## config.mk

```make
export PLATFORM = sky130hd
export DESIGN_NAME = instruction_fetch_unit_flat
export DESIGN_NICKNAME = d
export VERILOG_FILES = /design/src/rtl/instruction_fetch_unit_pkg.sv /design/src/rtl/instruction_fetch_unit_if.sv /design/src/rtl/instruction_fetch_unit_pc.sv /design/src/rtl/instruction_fetch_unit.sv /design/src/flat_wrapper.sv
export SDC_FILE = /design/constraint.sdc
export NUM_CORES = 1
export LEC_CHECK = 0
export CORE_ASPECT_RATIO = 0.7
export CORE_UTILIZATION = 46
export DETAILED_ROUTE_END_ITERATION = 8
export PLACE_DENSITY = 0.85
export RECOVER_POWER = 100
export SYNTH_ARGS = -nofsm -noshare
export SYNTH_HDL_FRONTEND = slang
export SYNTH_SLANG_ARGS = --single-unit
```

## constraint.sdc

```tcl
create_clock -name clk -period 3 [get_ports clk]
set_input_delay 0.9 -clock clk [delete_from_list [all_inputs] [get_ports clk]]
set_output_delay 0.9 -clock clk [all_outputs]
set_load 0.02 [all_outputs]
```

## src/rtl/instruction_fetch_unit_pkg.sv

```systemverilog
// Shared definitions for the instruction fetch unit: NOP encoding, FSM states, default widths.
package instruction_fetch_unit_pkg;

    localparam int unsigned DefaultAddrW = 5;
    localparam logic [31:0] Nop = 32'h0000_0000;

    typedef enum logic [0:0] {
        StRun    = 1'b0,
        StHalted = 1'b1
    } fetch_state_e;

endpackage

```

## src/rtl/instruction_fetch_unit_if.sv

```systemverilog
// Instruction memory bus: word address out from the fetch unit, combinational read data back.
interface instruction_fetch_unit_if
    import instruction_fetch_unit_pkg::*;
#(
    parameter int unsigned ADDR_W = DefaultAddrW
);

    logic [ADDR_W-1:0] imem_address;
    logic [31:0]       imem_instruction;

    modport master (
        output imem_address,
        input  imem_instruction
    );

    modport slave (
        input  imem_address,
        output imem_instruction
    );

endinterface

```

## src/rtl/instruction_fetch_unit_pc.sv

```systemverilog
// Program counter register with load, hold and increment controls; load wins over hold.
module program_counter
    import instruction_fetch_unit_pkg::*;
#(
    parameter int unsigned ADDR_W = DefaultAddrW
) (
    input  logic              clk,
    input  logic              rst,
    input  logic              load_i,
    input  logic [ADDR_W-1:0] load_addr_i,
    input  logic              hold_i,
    input  logic              inc_i,
    output logic [ADDR_W-1:0] pc_o
);

    logic [ADDR_W-1:0] pc_d, pc_q;

    always_comb begin
        pc_d = pc_q;
        if (load_i) begin
            pc_d = load_addr_i;
        end else if (!hold_i && inc_i) begin
            // Word addressing; wraps naturally at 2^ADDR_W.
            pc_d = pc_q + ADDR_W'(1);
        end
    end

    always_ff @(posedge clk) begin
        if (rst) begin
            pc_q <= '0;
        end else begin
            pc_q <= pc_d;
        end
    end

    assign pc_o = pc_q;

endmodule

```

## src/rtl/instruction_fetch_unit.sv

```systemverilog
// Single-cycle-latency fetch stage: PC, IF/ID register, RUN/HALTED FSM and delivered-fetch counter.
module instruction_fetch_unit
    import instruction_fetch_unit_pkg::*;
#(
    parameter int unsigned ADDR_W     = DefaultAddrW,
    parameter int unsigned LAST_ADDR  = 14,
    parameter logic [15:0] COUNT_INIT = 16'h0000
) (
    input  logic                      clk,
    input  logic                      rst,
    input  logic                      stall,
    input  logic                      branch_taken,
    input  logic [ADDR_W-1:0]         branch_target,
    instruction_fetch_unit_if.master  imem,
    output logic [31:0]               if_id_instruction,
    output logic [ADDR_W-1:0]         if_id_pc_plus1,
    output logic                      if_id_valid,
    output logic                      halted,
    output logic [15:0]               fetch_count
);

    fetch_state_e      state_d, state_q;
    logic [31:0]       instr_d, instr_q;
    logic [ADDR_W-1:0] pc_plus1_d, pc_plus1_q;
    logic              valid_d, valid_q;
    logic              halted_d, halted_q;
    logic [15:0]       count_d, count_q;

    logic              pc_load, pc_hold, pc_inc;
    logic [ADDR_W-1:0] pc;

    program_counter #(
        .ADDR_W (ADDR_W)
    ) u_pc (
        .clk         (clk),
        .rst         (rst),
        .load_i      (pc_load),
        .load_addr_i (branch_target),
        .hold_i      (pc_hold),
        .inc_i       (pc_inc),
        .pc_o        (pc)
    );

    assign imem.imem_address = pc;

    always_comb begin
        state_d    = state_q;
        instr_d    = instr_q;
        pc_plus1_d = pc_plus1_q;
        valid_d    = valid_q;
        halted_d   = halted_q;
        count_d    = count_q;
        pc_load    = 1'b0;
        pc_hold    = 1'b1;
        pc_inc     = 1'b0;

        if (branch_taken) begin
            // Redirect flushes IF/ID but keeps the stale pc_plus1.
            pc_load  = 1'b1;
            instr_d  = Nop;
            valid_d  = 1'b0;
            state_d  = StRun;
            halted_d = 1'b0;
        end else if (!stall) begin
            unique case (state_q)
                StRun: begin
                    instr_d    = imem.imem_instruction;
                    pc_plus1_d = pc + ADDR_W'(1);
                    valid_d    = 1'b1;
                    if (count_q != 16'hFFFF) begin
                        count_d = count_q + 16'd1;
                    end
                    if (pc == ADDR_W'(LAST_ADDR)) begin
                        state_d  = StHalted;
                        halted_d = 1'b1;
                    end else begin
                        pc_hold = 1'b0;
                        pc_inc  = 1'b1;
                    end
                end
                StHalted: begin
                    instr_d = Nop;
                    valid_d = 1'b0;
                end
                default: ;
            endcase
        end
    end

    always_ff @(posedge clk) begin
        if (rst) begin
            state_q    <= StRun;
            instr_q    <= Nop;
            pc_plus1_q <= '0;
            valid_q    <= 1'b0;
            halted_q   <= 1'b0;
            count_q    <= COUNT_INIT;
        end else begin
            state_q    <= state_d;
            instr_q    <= instr_d;
            pc_plus1_q <= pc_plus1_d;
            valid_q    <= valid_d;
            halted_q   <= halted_d;
            count_q    <= count_d;
        end
    end

    assign if_id_instruction = instr_q;
    assign if_id_pc_plus1    = pc_plus1_q;
    assign if_id_valid       = valid_q;
    assign halted            = halted_q;
    assign fetch_count       = count_q;

endmodule

```

## src/flat_wrapper.sv

```systemverilog
// flat-port wrapper written by rule: the top's interface ports become plain ports
module instruction_fetch_unit_flat import instruction_fetch_unit_pkg::*;
#(
    parameter int unsigned ADDR_W     = DefaultAddrW,
    parameter int unsigned LAST_ADDR  = 14,
    parameter logic [15:0] COUNT_INIT = 16'h0000
)
  (clk, rst, stall, branch_taken, branch_target, if_id_instruction, if_id_pc_plus1, if_id_valid, halted, fetch_count, imem_imem_address, imem_imem_instruction);
  instruction_fetch_unit_if #(.ADDR_W(ADDR_W)) imem_i ();
  input  logic clk;
  input  logic rst;
  input  logic stall;
  input  logic branch_taken;
  input  logic [ADDR_W-1:0] branch_target;
  output logic [31:0] if_id_instruction;
  output logic [ADDR_W-1:0] if_id_pc_plus1;
  output logic if_id_valid;
  output logic halted;
  output logic [15:0] fetch_count;
  output wire logic [$bits(imem_i.imem_address)-1:0] imem_imem_address;
  input wire logic [$bits(imem_i.imem_instruction)-1:0] imem_imem_instruction;
  assign imem_imem_address = imem_i.imem_address;
  assign imem_i.imem_instruction = imem_imem_instruction;
  instruction_fetch_unit #(.ADDR_W(ADDR_W), .LAST_ADDR(LAST_ADDR), .COUNT_INIT(COUNT_INIT)) u_core (.clk(clk), .rst(rst), .stall(stall), .branch_taken(branch_taken), .branch_target(branch_target), .imem(imem_i), .if_id_instruction(if_id_instruction), .if_id_pc_plus1(if_id_pc_plus1), .if_id_valid(if_id_valid), .halted(halted), .fetch_count(fetch_count));
endmodule
```

Word-level counts from Yosys, hierarchy flattened. Cells that the tools add are included.

Add/sub/neg operators: 2. Equality and inequality tests: 2. Multiplexer cells: 13. Bitwise logic cells: 3. Reduce and logical (&&, ||, !) cells: 7.

Operator list (number): one-hot mux 32 bit (2 select lines) (1); adder 16 x 1 -> 16 bit (second input constant) (1); != test 16 bit (second input constant) (1); two-way mux 5 bit (2); two-way mux 1 bit (9); AND reduction 3 bit (2); adder 5 x 1 -> 5 bit (second input constant) (1); equality test 5 x 4 -> 1 bit (second input constant) (1); AND reduction 4 bit (1); NOT 1 bit (3); one-hot mux 1 bit (2 select lines) (1); nonzero test 2 bit (1); OR reduction 2 bit (1); logical AND 1 bit (1); zero test 1 bit (1).

Bits in registers: 61. Input bits: 41. Output and inout bits: 60. Logic and storage cells: 34.

Depth between registers and ports, before layout. Gate-level depths: netlist (run 1).

Depth after elaboration: 9. Gate-level depth with buffers: 6. Depth with buffers taken out: 6.

Hierarchy. A second synthesis (run 1) with hierarchy kept.

Cell total of the unflattened synthesis: 275. Area, all modules: 2514.9 um^2.

Modules (own cells, without submodules): instruction_fetch_unit (instances 1, cells an instance 246, area an instance 2247.2 um^2, seq. area each 1121.1 um^2); program_counter (instances 1, cells an instance 29, area an instance 267.8 um^2, seq. area each 100.1 um^2).

Least setup slack after synthesis (run 1). Ideal clock, no wire load.

Path type: input -> register. Start point: input stall. End point: register u_core.count_q[5] (netlist: u_core.fetch_count[5]). Setup time: 70 ps. Arrival: 2024 ps. Data required time: 2930 ps. Path slack: 905 ps. Cell stages on the path: 4. Buffers on the path: 1. Cell sequence: or3_1 > buf_6 > or4_1 > a21oi_1.

Longest elaborated chain between the ends: 2.

Ends and longest elaborated chain: from (decl) (line flat_wrapper.sv:12) `input logic stall;`; NOT 1 bit (no source line); AND reduction 4 bit (no source line); to (signal assigned) (line instruction_fetch_unit.sv:104) `count_q <= count_d;`; to (decl) (line instruction_fetch_unit.sv:27) `logic [15:0] count_d, count_q;`.

No other way between the ends. A chain may end at the register's enable or synchronous reset.

Worst setup path after layout (run 1).
Start point: input stall. End point: register u_core.count_q[15] (netlist: u_core.fetch_count[15]).

Same word-level chain as after synthesis.

==> impl_metrics.env, run 1 <==
export IMPL_crit_path_start_kind="input port"
export IMPL_final_hold_viol_count=0
export IMPL_peakVddDrop_uv=358
export IMPL_avgViaCountPerCell=5.48
export IMPL_clock_path_buffers=2
export IMPL_maxCapViolations=0
export IMPL_preCtsSetupSlack_ns=0.335
export IMPL_worstPathBufferInverterCount=1
export IMPL_cp_slowest_stage_delay_ns=0.58
export IMPL_place_inst=428
export IMPL_drive_above_1_share_pct=6.42
export IMPL_wl_per_cell_um=15.1
export IMPL_synth_top_area_cell="dfxtp_1"
export IMPL_pin_count=101
export IMPL_final_area_sq_um=3700
export IMPL_p_leak_nw=1.52
export IMPL_track_usage_pct=25.1
export IMPL_slew_violations=0
export IMPL_die_w_um=89.4
export IMPL_sw_frac_of_total_pct=24.3
export IMPL_critPathSlowestCell="dlygate4sd3_1"
export IMPL_drc=0
export IMPL_ys_top_cells_by_count="dfxtp_1 (61), nor2_1 (53), a22oi_1 (32), a21oi_1 (15), clkbuf_1 (11)"
export IMPL_io_buffers=100
export IMPL_setup_viol=0
export IMPL_core_area_sq_um=4970
export IMPL_fin_nets=414
export IMPL_drtAntennaViolNets=0
export IMPL_synth_nets=315
export IMPL_cts_inserted_buffers=9
export IMPL_seq_power_share_pct=47.2
export IMPL_fillers=351
export IMPL_holdCritPathClass="reg2reg"
export IMPL_grt_pass1_vias=2292
export IMPL_power_frac_clock_pct=40.4
export IMPL_slew_headroom_pct=18.6
export IMPL_cp_top_family="simple AND/OR/NAND/NOR gates"
export IMPL_clk_latency_ns=0.34
export IMPL_switchingPower_uw=440
export IMPL_die_area_sq_um=5650
export IMPL_cts_repair_resized=0
export IMPL_num_antenna_cells=0
export IMPL_arrival_ns=2.85
export IMPL_area_growth_pct=50.5
export IMPL_dieHeight_um=63.2
export IMPL_p_total_mw=1.81
export IMPL_synth_main_ff_cell="dfxtp_1"
export IMPL_period_share_pct=87.7
export IMPL_async_flop_share_pct=0
export IMPL_ys_warn_count=0
export IMPL_synth_area_sq_um=2460
export IMPL_place_congestion=0.828
export IMPL_drt_initial_drc_count=152
export IMPL_wl_mm=6.67
export IMPL_worstRegToRegCells=5
export IMPL_clk_pin_slew_ns=0.07
export IMPL_holdPathStages=2
export IMPL_max_freq_mhz=380
export IMPL_synth_edf_count=0
export IMPL_cts_tree="yes"
export IMPL_cts_htree_levels=3
export IMPL_cts_hold_buf=0
export IMPL_syn_avg_cell_area_sq_um=9.07
export IMPL_root_buffer="clkbuf_8"
export IMPL_cp_depth=5
export IMPL_critical_path_required_ns=3.22
export IMPL_cp_max_fo=4
export IMPL_antenna_found_initial=0
export IMPL_cp_cell_sequence="dlygate4sd3_1 > nor3_1 > nand4_1 > nor4_1 > mux2_2"
export IMPL_comb_power_share_pct=12.4
export IMPL_dr_total_vias=2427
export IMPL_grt_overflow_total=0
export IMPL_yosysMostFrequentCell="dfxtp_1"
export IMPL_synth_top_area_share_pct=49.7
export IMPL_yosys_register_bits=61
export IMPL_syn_instance_count=271
export IMPL_p_int_mw=1.37
export IMPL_clock_skew_ns=0.00929
export IMPL_fin_ws_ns=0.370
export IMPL_dp_hpwl_mm=4.65
export IMPL_powerDensity_nw_per_um2=489
export IMPL_rows=21
export IMPL_fin_tns_setup_ns=0
export IMPL_endpoint_kind="flop"
export IMPL_worst_pin_slew_ns=1.22
export IMPL_drtPass1Iterations=4
export IMPL_placed_cell_area_sq_um=3510
export IMPL_grt_pass1_wl_mm=10.7
export IMPL_synthDistinctLibCells=38
export IMPL_stdcell_count=443
export IMPL_initial_core_util_pct=49.5
export IMPL_synth_area_leaders="dfxtp_1 (50%), a22oi_1 (9.8%), nor2_1 (8.1%), a211oi_1 (3.1%), a21oi_1 (3.1%)"
export IMPL_path_class="in2reg"
export IMPL_seq_area_frac_synth_pct=49.7
export IMPL_min_period_ns=2.63
export IMPL_grt_max_degree=38
export IMPL_cts_sinks=61
export IMPL_rsz0062_at_grt="no"
export IMPL_status="finished clean"
export IMPL_post_cts_setup_buffers=0
## per-layer routing
metal | routed length (um) | up-vias | track usage (%) | share of wire (%)
met1 | 3010 | 1133 | 32.8 | 45
li1 | - | 1189 | - | -
met2 | 3040 | 93 | 36.6 | 46
met5 | 0 | - | 0 | 0
met4 | 93 | 0 | 9.52 | 1.4
met3 | 535 | 12 | 10.6 | 8.0
## worst register-to-register path, stage by stage (launching register included)
cell and delay (ns):
dfxtp_1 0.42, ha_1 0.24, nand3_1 0.21, nor4_4 0.58
nor2_1 0.13, a311oi_1 0.27
## registers in the layout, indices dropped and copies added, names as in the netlist
signal	count
u_core.state_q	1
u_core.fetch_count	16
u_core.u_pc.pc_o	5
u_core.halted	1
u_core.if_id_pc_plus1	5
u_core.if_id_valid	1
u_core.if_id_instruction	32
## power by group through the flow
stage	clock [mW]	combinational, mW	sequential [mW]
final	0.730	0.224	0.854
after detailed placement	0	0.234	0.873
after global routing	0.788	0.243	0.857
after global placement	0	0.230	0.872
after floorplan	0	0.0813	0.901
after CTS	0.743	0.236	0.855
## cells in the final DEF, fill, tap and decap left out, types with 3 or more instances in the layout
cell | netlist | routed
dlygate4sd3_1 | 0 | 62
a211oi_1 | 10 | 10
o21ai_0 | 6 | 6
clkdlybuf4s50_1 | 0 | 38
clkbuf_8 | 0 | 11
dfxtp_1 | 61 | 61
nor2_1 | 53 | 53
nor2b_1 | 3 | 3
inv_1 | 3 | 3
nand4_1 | 6 | 6
nor3_1 | 2 | 3
ha_1 | 3 | 3
buf_4 | 0 | 4
or3_1 | 5 | 5
nand3_1 | 7 | 7
xnor2_1 | 4 | 4
nand2_1 | 8 | 8
xor2_1 | 3 | 3
nor4_1 | 3 | 3
a21oi_1 | 15 | 15
or4_1 | 4 | 4
a22oi_1 | 32 | 32
and3_1 | 3 | 3
o31ai_1 | 5 | 5
## path summary, 6_finish.rpt
kind,from,endpoint,slack (ns)
worst max-delay path,stall,u_core.fetch_count[15],0.37
worst min-delay path,u_core.halted,u_core.halted,0.47
worst max register to register,u_core.fetch_count[0],u_core.fetch_count[2],1.06
worst min register to register,u_core.halted,u_core.halted,0.47
## layout make-up
class	count	area [sq um]	area share [%]
tap	69	86.3	2.33
multi-input combinational	190	1150	31.0
inverter	3	11.3	0.304
timing repair buffer	105	1030	28.0
clock buffer	11	151	4.09
sequential	61	1220	33.0
clock inverter	4	47.5	1.28
## stage by stage
stage               util [%]  hold slack, ns
global placement        70.7           0.450
CTS                     74.8           0.490
detailed placement      70.7           0.475
global route            74.5           0.519
floorplan                  -           0.516
finish                  74.5           0.473
## cells by family after synthesis
kind of cell / Yosys count / share of synthesized area (%)
AO/OA/AOI/OAI: 72 / 19.9
adder cells (fa/ha/maj): 3 / 1.53
flip-flops: 61 / 49.7
buffers and inverters: 20 / 3.41
AND/OR/NAND/NOR: 105 / 21.6
XOR/XNOR: 7 / 2.49
multiplexers: 3 / 1.32
(Power assumes the default switching activity.)
==> run 2, diff against run 1 <==
--- a/config.mk
+++ b/config.mk
@@ -5,6 +5,7 @@
 export SDC_FILE = /design/constraint.sdc
 export NUM_CORES = 1
 export LEC_CHECK = 0
+export CAP_MARGIN = 20
 export CORE_ASPECT_RATIO = 0.7
 export CORE_UTILIZATION = 46
 export DETAILED_ROUTE_END_ITERATION = 8
==> results of run 2 <==
The final DEF is identical to that of run 1; final timing and power are the same.
==> run 3, diff against run 2 <==
--- a/config.mk
+++ b/config.mk
@@ -9,6 +9,8 @@
 export CORE_ASPECT_RATIO = 0.7
 export CORE_UTILIZATION = 46
 export DETAILED_ROUTE_END_ITERATION = 8
+export GPL_ROUTABILITY_DRIVEN = 0
+export GPL_TIMING_DRIVEN = 0
 export PLACE_DENSITY = 0.85
 export RECOVER_POWER = 100
 export SYNTH_ARGS = -nofsm -noshare
==> impl_metrics.env, run 3 (synthesized netlist as in run 1, its figures left out) <==
export IMPL_cp_cell_sequence="clkdlybuf4s50_1 > clkbuf_1 > nor2_1 > clkbuf_1 > clkbuf_1 > a22oi_1 > nor2_1"
export IMPL_drt_initial_drc_count=144
export IMPL_root_buffer="clkbuf_8"
export IMPL_antenna_found_initial=0
export IMPL_clock_skew_ns=0.00550
export IMPL_slew_headroom_pct=66.4
export IMPL_path_class="in2reg"
export IMPL_regArea_sq_um=1220
export IMPL_rows=21
export IMPL_drtAntennaViolNets=0
export IMPL_cts_hold_buf=0
export IMPL_final_cell_mix="dlygate4sd3_1 (62), dfxtp_1 (61), nor2_1 (53)"
export IMPL_fin_nets=426
export IMPL_period_share_pct=88.8
export IMPL_fillers=364
export IMPL_switchingPower_uw=442
export IMPL_status="finished clean"
export IMPL_rsz0062_at_grt="no"
export IMPL_area_growth_pct=52.1
export IMPL_multi_input_area_sq_um=1150
export IMPL_hold_slack_ns=0.488
export IMPL_num_antenna_cells=0
export IMPL_comb_power_share_pct=12.3
export IMPL_timing_rr_end="u_core.fetch_count[10]"
export IMPL_min_from="u_core.if_id_pc_plus1[0]"
export IMPL_clk_latency_ns=0.33
export IMPL_cts_sinks=61
export IMPL_cts_inserted_buffers=9
export IMPL_worstRegToRegCells=5
export IMPL_die_area_sq_um=5650
export IMPL_p_leak_nw=1.53
export IMPL_endpoint_kind="flop"
export IMPL_clock_path_buffers=2
export IMPL_powerDensity_nw_per_um2=496
export IMPL_crit_path_start_kind="input port"
export IMPL_sw_frac_of_total_pct=23.8
export IMPL_core_area_sq_um=4970
export IMPL_arrival_ns=2.93
export IMPL_die_w_um=89.4
export IMPL_drc=0
export IMPL_dieHeight_um=63.2
export IMPL_crit_top_cell="clkbuf_1"
export IMPL_final_common_cell="dlygate4sd3_1"
export IMPL_critical_path_required_ns=3.27
export IMPL_max_freq_mhz=375
export IMPL_setup_viol=0
export IMPL_maxCapViolations=0
export IMPL_cp_slowest_stage_delay_ns=0.46
export IMPL_grt_pass1_vias=2358
export IMPL_track_usage_pct=26.3
export IMPL_peakVddDrop_uv=404
export IMPL_io_buffers=100
export IMPL_drtPass1Iterations=4
export IMPL_drive_above_1_share_pct=5.17
export IMPL_slew_violations=0
export IMPL_holdPathStages=2
export IMPL_cts_tree="yes"
export IMPL_min_period_ns=2.66
export IMPL_cts_htree_levels=3
export IMPL_p_int_mw=1.41
export IMPL_grt_overflow_total=0
export IMPL_cp_max_fo=10
export IMPL_power_frac_clock_pct=41.6
export IMPL_r2r_slack_ns=1.09
export IMPL_seq_power_share_pct=46.1
export IMPL_holdPathEnd="u_core.if_id_pc_plus1[0]"
export IMPL_post_cts_setup_buffers=0
export IMPL_final_hold_viol_count=0
export IMPL_worst_pin_slew_ns=0.500
export IMPL_wl_mm=6.88
export IMPL_p_total_mw=1.86
export IMPL_holdCritPathClass="reg2reg"
export IMPL_avgViaCountPerCell=5.48
export IMPL_r2r_start="u_core.fetch_count[0]"
export IMPL_initial_core_util_pct=49.5
export IMPL_dp_hpwl_mm=5.22
export IMPL_critPathSlowestCell="clkdlybuf4s50_1"
export IMPL_grt_pass1_wl_mm=11.3
export IMPL_pin_count=101
export IMPL_cts_repair_resized=0
export IMPL_wl_per_cell_um=15.1
export IMPL_dr_total_vias=2499
export IMPL_grt_max_degree=11
export IMPL_fin_tns_setup_ns=0
export IMPL_largest_reg_flops=32
export IMPL_clk_pin_slew_ns=0.06
## run 3: changes by cell type in the layout (fill, tap and decap cells not counted), sizes merged
cell,previous run,this run
buf,4,1
clkbuf,12,27
clkinvlp,1,0
bufinv,1,2
clkinv,2,3
## run 3: per-stage QoR
| step | cell area (sq um) | utilization (%) | setup WS, ns | std cells |
|---|---|---|---|---|
| 3_5_place_dp | 3550 | 71.4 | 0.205 | 440 |
| 3_3_place_gp | 3550 | 71.4 | 0.210 | 440 |
| 2_1_floorplan | 2460 | - | 0.905 | 271 |
| 4_1_cts | 3750 | 75.6 | 0.535 | 456 |
| 5_1_grt | 3740 | 75.3 | 0.197 | 456 |
| 6_report | 3740 | 75.3 | 0.336 | 456 |
## run 3: how the worst max path moves through the flow
stage,startpoint,end,slack [ns],cells after the start
2_1_floorplan,stall,u_core.fetch_count[5],0.91,4
3_3_place_gp,branch_taken,u_core.fetch_count[15],0.21,5
3_5_place_dp,stall,u_core.if_id_instruction[29],0.20,7
4_1_cts,stall,u_core.if_id_instruction[29],0.53,7
5_1_grt,stall,u_core.if_id_instruction[14],0.20,7
6_report,stall,u_core.if_id_instruction[26],0.34,7
## run 3: final cells by class
cell class	count	area share (%)
inverters	3	0.301
plain buffers	17	1.71
flip-flops and latches	61	32.7
multi-input cells	190	30.7
repair buffers	100	26.8
clock inverters	5	2.01
clock buffers	11	3.51
well taps	69	2.31
## run 3: worst max-delay path: cells and delay by family
family                 cells  cell delay [ns]
AOI/OAI and AO/OA          1             0.16
buffers and inverters      4             1.55
and+or+nand+nor            2             0.31
## run 3: power by group through the flow
stage | Sequential (mW) | Combinational, mW | Clock [mW]
after floorplan | 0.901 | 0.0813 | 0
after global placement | 0.872 | 0.233 | 0
after detailed placement | 0.873 | 0.238 | 0
after CTS | 0.856 | 0.239 | 0.781
after global routing | 0.857 | 0.248 | 0.825
final | 0.855 | 0.228 | 0.773
## run 3: routing by layer
layer	vias to the layer above	global-route usage (%)	wire, um
met5	-	0	0
met2	89	40.5	3170
met1	1176	33.1	3040
met4	0	5.75	106
li1	1223	-	-
met3	11	12.7	552
